[config.mk]
export PLATFORM = sky130hd
export DESIGN_NAME = mem_arbiter_flat
export DESIGN_NICKNAME = d
export VERILOG_FILES = /design/src/rtl/mem_arbiter_pkg.sv /design/src/rtl/mem_arbiter_if.sv /design/src/rtl/mem_arb_timer.sv /design/src/rtl/mem_arbiter.sv /design/src/flat_wrapper.sv
export SDC_FILE = /design/constraint.sdc
export NUM_CORES = 1
export LEC_CHECK = 0
export ABC_AREA = 1
export CORE_AREA = 2 2 138 127
export CTS_CLUSTER_SIZE = 28
export DETAILED_ROUTE_END_ITERATION = 10
export DIE_AREA = 0 0 140 129
export PLACE_DENSITY = 0.87
export SLEW_MARGIN = 20
export SYNTH_ARGS = -nofsm -noshare
export SYNTH_HDL_FRONTEND = slang
export SYNTH_SLANG_ARGS = --single-unit
[constraint.sdc]
create_clock -name clk -period 2.3 [get_ports clk]
set_clock_uncertainty 0.2 [all_clocks]
set_input_delay 0.23 -clock clk [delete_from_list [all_inputs] [get_ports clk]]
set_output_delay 0.23 -clock clk [all_outputs]
set_load 0.02 [all_outputs]
[src/rtl/mem_arbiter_pkg.sv]
// Shared types and widths for the two-requester memory arbiter.
`timescale 1ns/1ps
package mem_arb_pkg;

  localparam int ADDR_W  = 32;
  localparam int DATA_W  = 32;
  localparam int SIZE_W  = 4;
  localparam int TIMER_W = 16;

  typedef enum logic [1:0] {IDLE = 2'd0, XFER = 2'd1, RESP = 2'd2} arb_state_t;
  typedef enum logic [1:0] {OWN_NONE = 2'd0, OWN_CPU = 2'd1, OWN_AUX = 2'd2} owner_t;

  // A request must be exactly one of read or write.
  function automatic logic proto_err(input logic rd, input logic wr);
    return rd == wr;
  endfunction

endpackage

[src/rtl/mem_arbiter_if.sv]
// Requester, memory-port and debug signals of the arbiter; slave = arbiter side.
`timescale 1ns/1ps
interface mem_arbiter_if;
  import mem_arb_pkg::*;

  logic              cpu_valid;
  logic [ADDR_W-1:0] cpu_addr;
  logic [DATA_W-1:0] cpu_wdata;
  logic              cpu_read;
  logic              cpu_write;
  logic [SIZE_W-1:0] cpu_size;
  logic [DATA_W-1:0] cpu_rdata;
  logic              cpu_ready;
  logic              cpu_err;

  logic              aux_valid;
  logic [ADDR_W-1:0] aux_addr;
  logic [DATA_W-1:0] aux_wdata;
  logic              aux_read;
  logic              aux_write;
  logic [SIZE_W-1:0] aux_size;
  logic [DATA_W-1:0] aux_rdata;
  logic              aux_ready;
  logic              aux_err;

  logic              mem_valid;
  logic [ADDR_W-1:0] mem_addr;
  logic [DATA_W-1:0] mem_wdata;
  logic              mem_read;
  logic              mem_write;
  logic [SIZE_W-1:0] mem_size;
  logic              mem_ready;
  logic [DATA_W-1:0] mem_rdata;

  logic [1:0]        owner;

  modport slave (
    input  cpu_valid, cpu_addr, cpu_wdata, cpu_read, cpu_write, cpu_size,
    output cpu_rdata, cpu_ready, cpu_err,
    input  aux_valid, aux_addr, aux_wdata, aux_read, aux_write, aux_size,
    output aux_rdata, aux_ready, aux_err,
    output mem_valid, mem_addr, mem_wdata, mem_read, mem_write, mem_size,
    input  mem_ready, mem_rdata,
    output owner
  );

  modport master (
    output cpu_valid, cpu_addr, cpu_wdata, cpu_read, cpu_write, cpu_size,
    input  cpu_rdata, cpu_ready, cpu_err,
    output aux_valid, aux_addr, aux_wdata, aux_read, aux_write, aux_size,
    input  aux_rdata, aux_ready, aux_err,
    input  mem_valid, mem_addr, mem_wdata, mem_read, mem_write, mem_size,
    output mem_ready, mem_rdata,
    input  owner
  );

endinterface

[src/rtl/mem_arb_timer.sv]
// Bounded-wait counter: flags expiry when the count reaches TIMEOUT-1.
`timescale 1ns/1ps
module mem_arb_timer
  import mem_arb_pkg::*;
#(
  parameter int TIMEOUT = 255
) (
  input  logic clk,
  input  logic reset,
  input  logic clr_i,
  input  logic en_i,
  output logic expired_o
);

  localparam logic [TIMER_W-1:0] LIMIT = TIMER_W'(TIMEOUT - 1);

  logic [TIMER_W-1:0] count_q, count_d;

  always_comb begin
    count_d = count_q;
    if (clr_i)     count_d = '0;
    else if (en_i) count_d = count_q + TIMER_W'(1);
  end

  always_ff @(posedge clk or negedge reset) begin
    if (!reset) count_q <= '0;
    else        count_q <= count_d;
  end

  assign expired_o = (count_q == LIMIT);

endmodule

[src/rtl/mem_arbiter.sv]
// Round-robin arbiter sharing one memory port between the CPU and an auxiliary requester.
`timescale 1ns/1ps
module mem_arbiter
  import mem_arb_pkg::*;
#(
  parameter int TIMEOUT   = 255,
  parameter bit CPU_FIRST = 1'b1
) (
  input  logic          clk,
  input  logic          reset,
  mem_arbiter_if.slave  bus
);

  arb_state_t        state_q, state_d;
  owner_t            owner_q, owner_d;
  logic              last_aux_q, last_aux_d;
  logic              err_q, err_d;
  logic [ADDR_W-1:0] addr_q, addr_d;
  logic [DATA_W-1:0] wdata_q, wdata_d;
  logic              read_q, read_d;
  logic              write_q, write_d;
  logic [SIZE_W-1:0] size_q, size_d;
  logic [DATA_W-1:0] cpu_rdata_q, cpu_rdata_d;
  logic [DATA_W-1:0] aux_rdata_q, aux_rdata_d;

  logic grant_cpu, grant_aux, grant, sel_read, sel_write, sel_bad, expired;

  // Under contention the requester that did not win last time gets the port.
  assign grant_cpu = bus.cpu_valid && (!bus.aux_valid || last_aux_q);
  assign grant_aux = bus.aux_valid && !grant_cpu;
  assign grant     = (state_q == IDLE) && (grant_cpu || grant_aux);
  assign sel_read  = grant_cpu ? bus.cpu_read  : bus.aux_read;
  assign sel_write = grant_cpu ? bus.cpu_write : bus.aux_write;
  assign sel_bad   = proto_err(sel_read, sel_write);

  mem_arb_timer #(.TIMEOUT(TIMEOUT)) u_timer (
    .clk       (clk),
    .reset     (reset),
    .clr_i     (grant),
    .en_i      (state_q == XFER),
    .expired_o (expired)
  );

  always_ff @(posedge clk or negedge reset) begin
    if (!reset) state_q <= IDLE;
    else        state_q <= state_d;
  end

  // Errors (protocol or timeout) also pass through RESP so the pulse lands outside IDLE.
  always_comb begin
    state_d = state_q;
    unique case (state_q)
      IDLE:    if (grant) state_d = sel_bad ? RESP : XFER;
      XFER:    if (bus.mem_ready || expired) state_d = RESP;
      RESP:    state_d = IDLE;
      default: state_d = IDLE;
    endcase
  end

  always_comb begin
    owner_d     = owner_q;
    last_aux_d  = last_aux_q;
    err_d       = err_q;
    addr_d      = addr_q;
    wdata_d     = wdata_q;
    read_d      = read_q;
    write_d     = write_q;
    size_d      = size_q;
    cpu_rdata_d = cpu_rdata_q;
    aux_rdata_d = aux_rdata_q;
    if (grant) begin
      owner_d    = grant_cpu ? OWN_CPU : OWN_AUX;
      last_aux_d = grant_aux;
      err_d      = sel_bad;
      addr_d     = grant_cpu ? bus.cpu_addr  : bus.aux_addr;
      wdata_d    = grant_cpu ? bus.cpu_wdata : bus.aux_wdata;
      size_d     = grant_cpu ? bus.cpu_size  : bus.aux_size;
      read_d     = sel_read;
      write_d    = sel_write;
    end else if (state_q == XFER) begin
      if (bus.mem_ready) begin
        err_d = 1'b0;
        if (owner_q == OWN_AUX) aux_rdata_d = bus.mem_rdata;
        else                    cpu_rdata_d = bus.mem_rdata;
      end else if (expired) begin
        err_d = 1'b1;
      end
    end else if (state_q == RESP) begin
      owner_d = OWN_NONE;
      err_d   = 1'b0;
    end
  end

  always_ff @(posedge clk or negedge reset) begin
    if (!reset) begin
      owner_q     <= OWN_NONE;
      last_aux_q  <= CPU_FIRST;
      err_q       <= 1'b0;
      addr_q      <= '0;
      wdata_q     <= '0;
      read_q      <= 1'b0;
      write_q     <= 1'b0;
      size_q      <= '0;
      cpu_rdata_q <= '0;
      aux_rdata_q <= '0;
    end else begin
      owner_q     <= owner_d;
      last_aux_q  <= last_aux_d;
      err_q       <= err_d;
      addr_q      <= addr_d;
      wdata_q     <= wdata_d;
      read_q      <= read_d;
      write_q     <= write_d;
      size_q      <= size_d;
      cpu_rdata_q <= cpu_rdata_d;
      aux_rdata_q <= aux_rdata_d;
    end
  end

  always_comb begin
    bus.mem_valid = (state_q == XFER);
    bus.mem_read  = (state_q == XFER) && read_q;
    bus.mem_write = (state_q == XFER) && write_q;
    bus.mem_addr  = addr_q;
    bus.mem_wdata = wdata_q;
    bus.mem_size  = size_q;
    bus.cpu_ready = (state_q == RESP) && (owner_q == OWN_CPU) && !err_q;
    bus.cpu_err   = (state_q == RESP) && (owner_q == OWN_CPU) &&  err_q;
    bus.aux_ready = (state_q == RESP) && (owner_q == OWN_AUX) && !err_q;
    bus.aux_err   = (state_q == RESP) && (owner_q == OWN_AUX) &&  err_q;
    bus.cpu_rdata = cpu_rdata_q;
    bus.aux_rdata = aux_rdata_q;
    bus.owner     = owner_q;
  end

endmodule

[src/flat_wrapper.sv]
// flat-port wrapper written by rule: the top's interface ports become plain ports
module mem_arbiter_flat import mem_arb_pkg::*;
#(
  parameter int TIMEOUT   = 255,
  parameter bit CPU_FIRST = 1'b1
)
  (clk, reset, bus_cpu_valid, bus_cpu_addr, bus_cpu_wdata, bus_cpu_read, bus_cpu_write, bus_cpu_size, bus_cpu_rdata, bus_cpu_ready, bus_cpu_err, bus_aux_valid, bus_aux_addr, bus_aux_wdata, bus_aux_read, bus_aux_write, bus_aux_size, bus_aux_rdata, bus_aux_ready, bus_aux_err, bus_mem_valid, bus_mem_addr, bus_mem_wdata, bus_mem_read, bus_mem_write, bus_mem_size, bus_mem_ready, bus_mem_rdata, bus_owner);
  mem_arbiter_if bus_i ();
  input  logic clk;
  input  logic reset;
  input wire logic [$bits(bus_i.cpu_valid)-1:0] bus_cpu_valid;
  input wire logic [$bits(bus_i.cpu_addr)-1:0] bus_cpu_addr;
  input wire logic [$bits(bus_i.cpu_wdata)-1:0] bus_cpu_wdata;
  input wire logic [$bits(bus_i.cpu_read)-1:0] bus_cpu_read;
  input wire logic [$bits(bus_i.cpu_write)-1:0] bus_cpu_write;
  input wire logic [$bits(bus_i.cpu_size)-1:0] bus_cpu_size;
  output wire logic [$bits(bus_i.cpu_rdata)-1:0] bus_cpu_rdata;
  output wire logic [$bits(bus_i.cpu_ready)-1:0] bus_cpu_ready;
  output wire logic [$bits(bus_i.cpu_err)-1:0] bus_cpu_err;
  input wire logic [$bits(bus_i.aux_valid)-1:0] bus_aux_valid;
  input wire logic [$bits(bus_i.aux_addr)-1:0] bus_aux_addr;
  input wire logic [$bits(bus_i.aux_wdata)-1:0] bus_aux_wdata;
  input wire logic [$bits(bus_i.aux_read)-1:0] bus_aux_read;
  input wire logic [$bits(bus_i.aux_write)-1:0] bus_aux_write;
  input wire logic [$bits(bus_i.aux_size)-1:0] bus_aux_size;
  output wire logic [$bits(bus_i.aux_rdata)-1:0] bus_aux_rdata;
  output wire logic [$bits(bus_i.aux_ready)-1:0] bus_aux_ready;
  output wire logic [$bits(bus_i.aux_err)-1:0] bus_aux_err;
  output wire logic [$bits(bus_i.mem_valid)-1:0] bus_mem_valid;
  output wire logic [$bits(bus_i.mem_addr)-1:0] bus_mem_addr;
  output wire logic [$bits(bus_i.mem_wdata)-1:0] bus_mem_wdata;
  output wire logic [$bits(bus_i.mem_read)-1:0] bus_mem_read;
  output wire logic [$bits(bus_i.mem_write)-1:0] bus_mem_write;
  output wire logic [$bits(bus_i.mem_size)-1:0] bus_mem_size;
  input wire logic [$bits(bus_i.mem_ready)-1:0] bus_mem_ready;
  input wire logic [$bits(bus_i.mem_rdata)-1:0] bus_mem_rdata;
  output wire logic [$bits(bus_i.owner)-1:0] bus_owner;
  assign bus_i.cpu_valid = bus_cpu_valid;
  assign bus_i.cpu_addr = bus_cpu_addr;
  assign bus_i.cpu_wdata = bus_cpu_wdata;
  assign bus_i.cpu_read = bus_cpu_read;
  assign bus_i.cpu_write = bus_cpu_write;
  assign bus_i.cpu_size = bus_cpu_size;
  assign bus_cpu_rdata = bus_i.cpu_rdata;
  assign bus_cpu_ready = bus_i.cpu_ready;
  assign bus_cpu_err = bus_i.cpu_err;
  assign bus_i.aux_valid = bus_aux_valid;
  assign bus_i.aux_addr = bus_aux_addr;
  assign bus_i.aux_wdata = bus_aux_wdata;
  assign bus_i.aux_read = bus_aux_read;
  assign bus_i.aux_write = bus_aux_write;
  assign bus_i.aux_size = bus_aux_size;
  assign bus_aux_rdata = bus_i.aux_rdata;
  assign bus_aux_ready = bus_i.aux_ready;
  assign bus_aux_err = bus_i.aux_err;
  assign bus_mem_valid = bus_i.mem_valid;
  assign bus_mem_addr = bus_i.mem_addr;
  assign bus_mem_wdata = bus_i.mem_wdata;
  assign bus_mem_read = bus_i.mem_read;
  assign bus_mem_write = bus_i.mem_write;
  assign bus_mem_size = bus_i.mem_size;
  assign bus_i.mem_ready = bus_mem_ready;
  assign bus_i.mem_rdata = bus_mem_rdata;
  assign bus_owner = bus_i.owner;
  mem_arbiter #(.TIMEOUT(TIMEOUT), .CPU_FIRST(CPU_FIRST)) u_core (.clk(clk), .reset(reset), .bus(bus_i));
endmodule
==> flow_metrics.env, run 1 <==
export IMPL_post_place_ws_ps=99.60
export IMPL_cts_max_level=4
export IMPL_vdd_ir_drop_max_mv=0.5877
export IMPL_drtAntennaViolNets=0
export IMPL_io_pins=318
export IMPL_slew_headroom_pct=63.38
export IMPL_synth_edf_count=0
export IMPL_yosysWarningCount=0
export IMPL_synth_top_family_by_area="simple AND/OR/NAND/NOR gates"
export IMPL_synth_compound_area_share_pct=12.99
export IMPL_cts_root_buffer="clkbuf_16"
export IMPL_post_route_period_util_pct=95.09
export IMPL_die_h_um=129
export IMPL_end_kind="output pin"
export IMPL_synth_area_top_cells="dfrtp_1 57%, nand2_1 14%, a31oi_1 6.3%"
export IMPL_period_needed_ps=2187
export IMPL_netlist_area_leader_share_pct=56.54
export IMPL_clock_latency_ps=410
export IMPL_clockBufferDepth=2
export IMPL_antenna_cells=0
export IMPL_dr_wl_met2_um=10580
export IMPL_clock_sinks=156
export IMPL_cts_clk_slew_worst_paths_ps=70
export IMPL_synthMuxAreaShare_pct=0
export IMPL_synthArstFlopShare_pct=100.0
export IMPL_critPathLaunchType="flip-flop"
export IMPL_drt_met1_wl_um=8245
export IMPL_arrival_ps=1760
export IMPL_overflow=0
export IMPL_drcViolationCount=22
export IMPL_maxSlewViolCount=0
export IMPL_die_w_um=140
export IMPL_dr_pass1_iters=11
export IMPL_syn_cell_area_um2=6860
export IMPL_tns_ps=0
export IMPL_fmax_ghz=0.4572
export IMPL_synth_top_area_cell="dfrtp_1"
export IMPL_finalSetupViolations=0
export IMPL_std_cell_rows=45
export IMPL_hold_ws_ps=160.8
export IMPL_highest_layer="met4"
export IMPL_first_iter_violations=450
export IMPL_num_vias=6699
export IMPL_worst_pin_slew_ps=549.3
export IMPL_fin_ws_ps=112.9
export IMPL_syn_area_per_cell_um2=8.428
export IMPL_power_density_nw_per_um2=1262
export IMPL_grt_pass1_wl_um=33420
export IMPL_start_util_pct=41.30
export IMPL_fin_nets=1305
export IMPL_ys_ff_latch=156
export IMPL_synth_fa_ha_area_share_pct=0.9119
export IMPL_ys_seq_area_share_pct=56.92
export IMPL_grt_max_degree=76
export IMPL_syn_inst=814
export IMPL_synth_nets=996
export IMPL_routed_wl_um=20910
export IMPL_violations="DRC"
export IMPL_numCtsBuffers=17
export IMPL_dpl_hpwl_um=15600
export IMPL_rsz0062_at_grt="no"
export IMPL_dieArea_um2=18060
export IMPL_hold_viol=0
export IMPL_worstHoldPathType="input port to async pin"
export IMPL_cts_tree="yes"
export IMPL_drive_above_1_share_pct=5.458
export IMPL_required_ps=1870
export IMPL_status="complete, but fails checks"
export IMPL_viasPerCell=4.973
export IMPL_worst_setup_path_type="flip-flop to output pin"
export IMPL_maxCapViolations=0
export IMPL_yosys_area_share_simple_pct=22.29
export IMPL_path_max_fanout=3
export IMPL_synth_distinct_cells=32
export IMPL_power_leakage_nw=4.956
export IMPL_area_growth_pct=59.58
export IMPL_synth_ff_type="dfrtp_1"
export IMPL_core_um2=16610
export IMPL_io_buffers=317
export IMPL_wl_per_cell_um=15.52
export IMPL_fill_cells=1328
export IMPL_dr_wl_met3_um=1678
export IMPL_gp_congestion=0.8709
export IMPL_antenna_found_initial=0
export IMPL_final_core_util_pct=65.91
export IMPL_grt_pass1_vias=6562
export IMPL_grt_usage_pct=23.52
export IMPL_yosys_area_share_xor_xnor_pct=0.2553
-- report_power, final --
group / leakage (nW) / internal, mW / switching (mW) / total (mW)
registers: 1.92 / 3.84 / 0.609 / 4.45
clock network: 0.305 / 1.80 / 1.19 / 2.99
logic: 2.73 / 2.89 / 3.49 / 6.38
-- worst max-delay path, stage by stage (launching register included) --
cell	delay, ps
dfrtp_1	390
inv_1	70
nor2_1	210
inv_1	140
nor3_1	140
dlygate4sd2_1	390
-- per-stage QoR --
step,power [mW],instances,instance area (um^2)
after floorplan,7.674,814,6860
after global placement,10.69,1314,10310
after detailed placement,10.91,1314,10310
after CTS,13.93,1347,10950
after global routing,14.61,1347,10950
final,13.82,1347,10950
-- flip-flops by register name (all words and copies together), names as in the netlist --
signal                  flops
u_core.bus.aux_rdata       32
u_core.bus.cpu_rdata       32
u_core.bus.mem_addr        32
u_core.bus.mem_size         4
u_core.bus.mem_wdata       32
u_core.bus.owner            2
u_core.err_q                1
u_core.last_aux_q           1
u_core.read_q               1
u_core.state_q              2
u_core.u_timer.count_q     16
u_core.write_q              1
-- repair_timing --
| item | CTS | global route |
|---|---|---|
| hold buffers | 1 | 0 |
| gates resized for setup | 7 | 4 |
| endpoints found under the setup margin | 7 | 2 |
| hold endpoints to repair | 55 | 0 |
| buffers inserted | 0 | 0 |
-- final cells by class --
class                   count  area (um^2)  share of cell area, %
clock buffers              19        452.9                  4.137
clock inverters            13        180.2                  1.646
inverters                  64        240.2                  2.194
multi-input cells         549         2502                  22.86
flip-flops and latches    156         3905                  35.67
well taps                 211        264.0                  2.411
repair buffers            335         3403                  31.09
-- layer usage --
layer	GRT usage (%)	up-vias
met5	0	-
met4	7.605	0
met3	6.959	24
met2	41.21	289
met1	28.17	3141
li1	-	3245
-- kinds of logic after synthesis --
family / count (synthesis)
buffers and inverters: 109
XOR/XNOR: 2
flip-flops: 156
AND/OR/NAND/NOR: 387
adder cells (fa/ha/maj): 5
AO/OA/AOI/OAI: 155
-- synthesized netlist by cell type, drive strengths merged, types with 2 or more instances --
cell type,count
nand2,265
dfrtp,155
nor2,99
o21ai,74
a31oi,69
inv,63
buf,33
clkbuf,12
nand3,11
a21oi,6
ha,5
nand4,5
nor3,3
nand3b,2
o31ai,2
xor2,2
-- final timing paths --
path	from	to	slack, ps	cells past startpoint
min in group clk	bus_cpu_addr[0]	u_core.bus.mem_addr[0]	170	3
min	reset	u_core.bus.cpu_rdata[11]	160	2
max reg2reg	u_core.state_q[0]	u_core.bus.mem_addr[25]	230	7
max	u_core.bus.owner[1]	bus_aux_ready	110	5
max in group asynchronous	reset	u_core.bus.mem_size[2]	1100	3
min reg2reg	u_core.bus.aux_rdata[4]	u_core.bus.aux_rdata[4]	290	2
-- placed cells by master, fill, tap and decap left out, drive strengths merged --
cell,count
a211oi,1
a21boi,1
a21oi,6
a31oi,69
and2,1
buf,18
bufinv,3
clkbuf,20
clkdlybuf4s50,309
clkinv,3
clkinvlp,2
dfrtp,155
dfstp,1
dlygate4sd2,5
dlygate4sd3,1
dlymetal6s2s,1
ha,5
inv,69
nand2,265
nand3,11
nand3b,2
nand4,5
nor2,99
nor3,3
nor3b,1
o211a,1
o21ai,74
o21bai,1
o31ai,2
xor2,2
No activity file was read; power rests on OpenSTA's default activity.
==> inputs of run 2 (changes only) <==
- CORE_AREA: 2 2 138 127 -> 2 2 137 125
- CTS_BUF_LIST: unset -> sky130_fd_sc_hd__clkbuf_8
- DIE_AREA: 0 0 140 129 -> 0 0 139 127
- HOLD_SLACK_MARGIN: unset -> 0.15
- PLACE_DENSITY: 0.87 -> 0.89
==> run 2 against run 1 <==
The run now ends clean. Final cell count is 11% higher. Combinational power grew 8.2%. Register-to-register slack got worse by 60 ps. Maximum frequency up 0.40%. First-iteration DRC count up 27%. Via count increased by 17%. Critical path depth unchanged. Die area down 2.3%. Worst hold slack better by 3.3 ps. Final area grew 12%. Highest routed layer unchanged. Core utilization is 10 points higher. Largest power group unchanged. Clock power shrank 30%.
==> flow_metrics.env, run 2 (synthesis gave the netlist of run 1 again) <==
export IMPL_final_common_cell="clkdlybuf4s50_1"
export IMPL_drcViolationCount=0
export IMPL_finalSetupViolations=0
export IMPL_layout_common_cells="309 x clkdlybuf4s50_1, 263 x nand2_1, 155 x dlygate4sd3_1, 155 x dfrtp_1, 98 x nor2_1"
export IMPL_grt_pass1_wl_um=42920
export IMPL_status="finished, final reports clean"
export IMPL_worst_pin_slew_ps=520.0
export IMPL_tns_ps=0
export IMPL_multiInputGateArea_um2=2502
export IMPL_required_ps=1870
export IMPL_stdcell_count=1496
export IMPL_hold_ws_ps=164.0
export IMPL_drive_above_1_share_pct=4.814
export IMPL_period_needed_ps=2178
export IMPL_hold_depth=3
export IMPL_dr_pass1_iters=5
export IMPL_io_pins=318
export IMPL_io_buffers=317
export IMPL_clockBufferDepth=2
export IMPL_cts_setup_buffers=0
export IMPL_seqCellArea_um2=3905
export IMPL_dpl_instance_area_um2=10290
export IMPL_fmax_ghz=0.4590
export IMPL_gp_congestion=0.8539
export IMPL_path_max_fanout=3
export IMPL_critPathLaunchType="flip-flop"
export IMPL_maxCapViolations=0
export IMPL_area_growth_pct=78.13
export IMPL_die_h_um=127
export IMPL_core_um2=16080
export IMPL_dieArea_um2=17650
export IMPL_cts_max_level=4
export IMPL_post_route_cell_area_um2=12220
export IMPL_slew_headroom_pct=65.33
export IMPL_post_route_period_util_pct=94.71
export IMPL_fill_cells=944
export IMPL_worst_setup_path_type="flip-flop to output pin"
export IMPL_rsz0062_at_grt="no"
export IMPL_r2r_cells=8
export IMPL_maxSlewViolCount=0
export IMPL_wl_per_cell_um=18.28
export IMPL_vdd_ir_drop_max_mv=0.6042
export IMPL_grt_usage_pct=31.02
export IMPL_hold_viol=0
export IMPL_power_density_nw_per_um2=1109
export IMPL_cts_clk_slew_worst_paths_ps=100
export IMPL_antenna_found_initial=0
export IMPL_r2r_start="u_core.last_aux_q"
export IMPL_overflow=0
export IMPL_worstHoldPathType="input port to flip-flop"
export IMPL_power_leakage_nw=5.458
export IMPL_cts_tree="yes"
export IMPL_fin_nets=1457
export IMPL_cts_root_buffer="clkbuf_8"
export IMPL_arrival_ps=1750
export IMPL_placedCellCount=1308
export IMPL_routed_wl_um=27350
export IMPL_std_cell_rows=44
export IMPL_viasPerCell=5.256
export IMPL_first_iter_violations=573
export IMPL_min_from="bus_mem_rdata[11]"
export IMPL_drtAntennaViolNets=0
export IMPL_finalPower_mw=13.55
export IMPL_clock_latency_ps=470
export IMPL_grt_max_degree=89
export IMPL_grt_pass1_vias=8172
export IMPL_end_kind="output pin"
export IMPL_dpl_hpwl_um=15460
export IMPL_cp_startpoint="u_core.state_q[0]"
export IMPL_die_w_um=139
export IMPL_num_vias=7863
export IMPL_start_util_pct=42.68
export IMPL_numCtsBuffers=17
export IMPL_clock_sinks=156
## run 2: worst paths after layout
| check | end | slack (ps) |
|---|---|---|
| min in group asynchronous | u_core.bus.aux_rdata[20] | 600 |
| setup reg to reg | u_core.bus.mem_addr[1] | 170 |
| hold reg to reg | u_core.bus.cpu_rdata[8] | 290 |
| max in group asynchronous | u_core.last_aux_q | 640 |
| setup / recovery | bus_cpu_err | 120 |
| hold / removal | u_core.bus.cpu_rdata[11] | 160 |
## run 2: through the flow
| step | setup slack, ps | utilization, % |
|---|---|---|
| after floorplan | 302.4 | - |
| after global placement | 215.8 | 64.02 |
| after detailed placement | 144.6 | 64.02 |
| after CTS | 11.12 | 76.03 |
| after global routing | 5.102 | 76.00 |
| final | 121.6 | 76.02 |
## run 2: critical path: stages, from the launching register on
cell           delay [ps]
dfrtp_1               420
inv_1                  90
ha_1                  190
nand3_1               110
nor2_1                100
dlygate4sd2_1         380
## run 2: routing by layer
| metal | global-route usage (%) | vias to the layer above | routed length, um | share of wire (%) |
|---|---|---|---|---|
| met5 | 0 | - | 0 | 0 |
| met4 | 19.37 | 0 | 1848 | 6.8 |
| met3 | 9.483 | 125 | 2302 | 8.4 |
| met2 | 52.94 | 474 | 13320 | 49 |
| met1 | 34.11 | 3721 | 9873 | 36 |
| li1 | - | 3543 | - | - |
## run 2: layout make-up
type                    count  share of cell area (%)
diodes                      1                 0.02048
clock inverters            14                   1.188
multi-input cells         549                   20.48
well taps                 207                   2.119
flip-flops and latches    156                   31.95
repair buffers            487                   40.25
inverters                  64                   1.966
clock buffers              18                   2.027
## run 2: timing repair
item                       4_1_cts  5_1_grt
hold buffers                   154        1
hold endpoints to repair       263        1
setup endpoints to repair        7        3
resized for setup               11        6
## run 2: power breakdown
part,switching [mW],total [mW],internal [mW]
Clock,1.18,2.10,0.922
Combinational,3.86,6.90,3.04
Sequential,0.715,4.55,3.83
Total,5.75,13.5,7.80
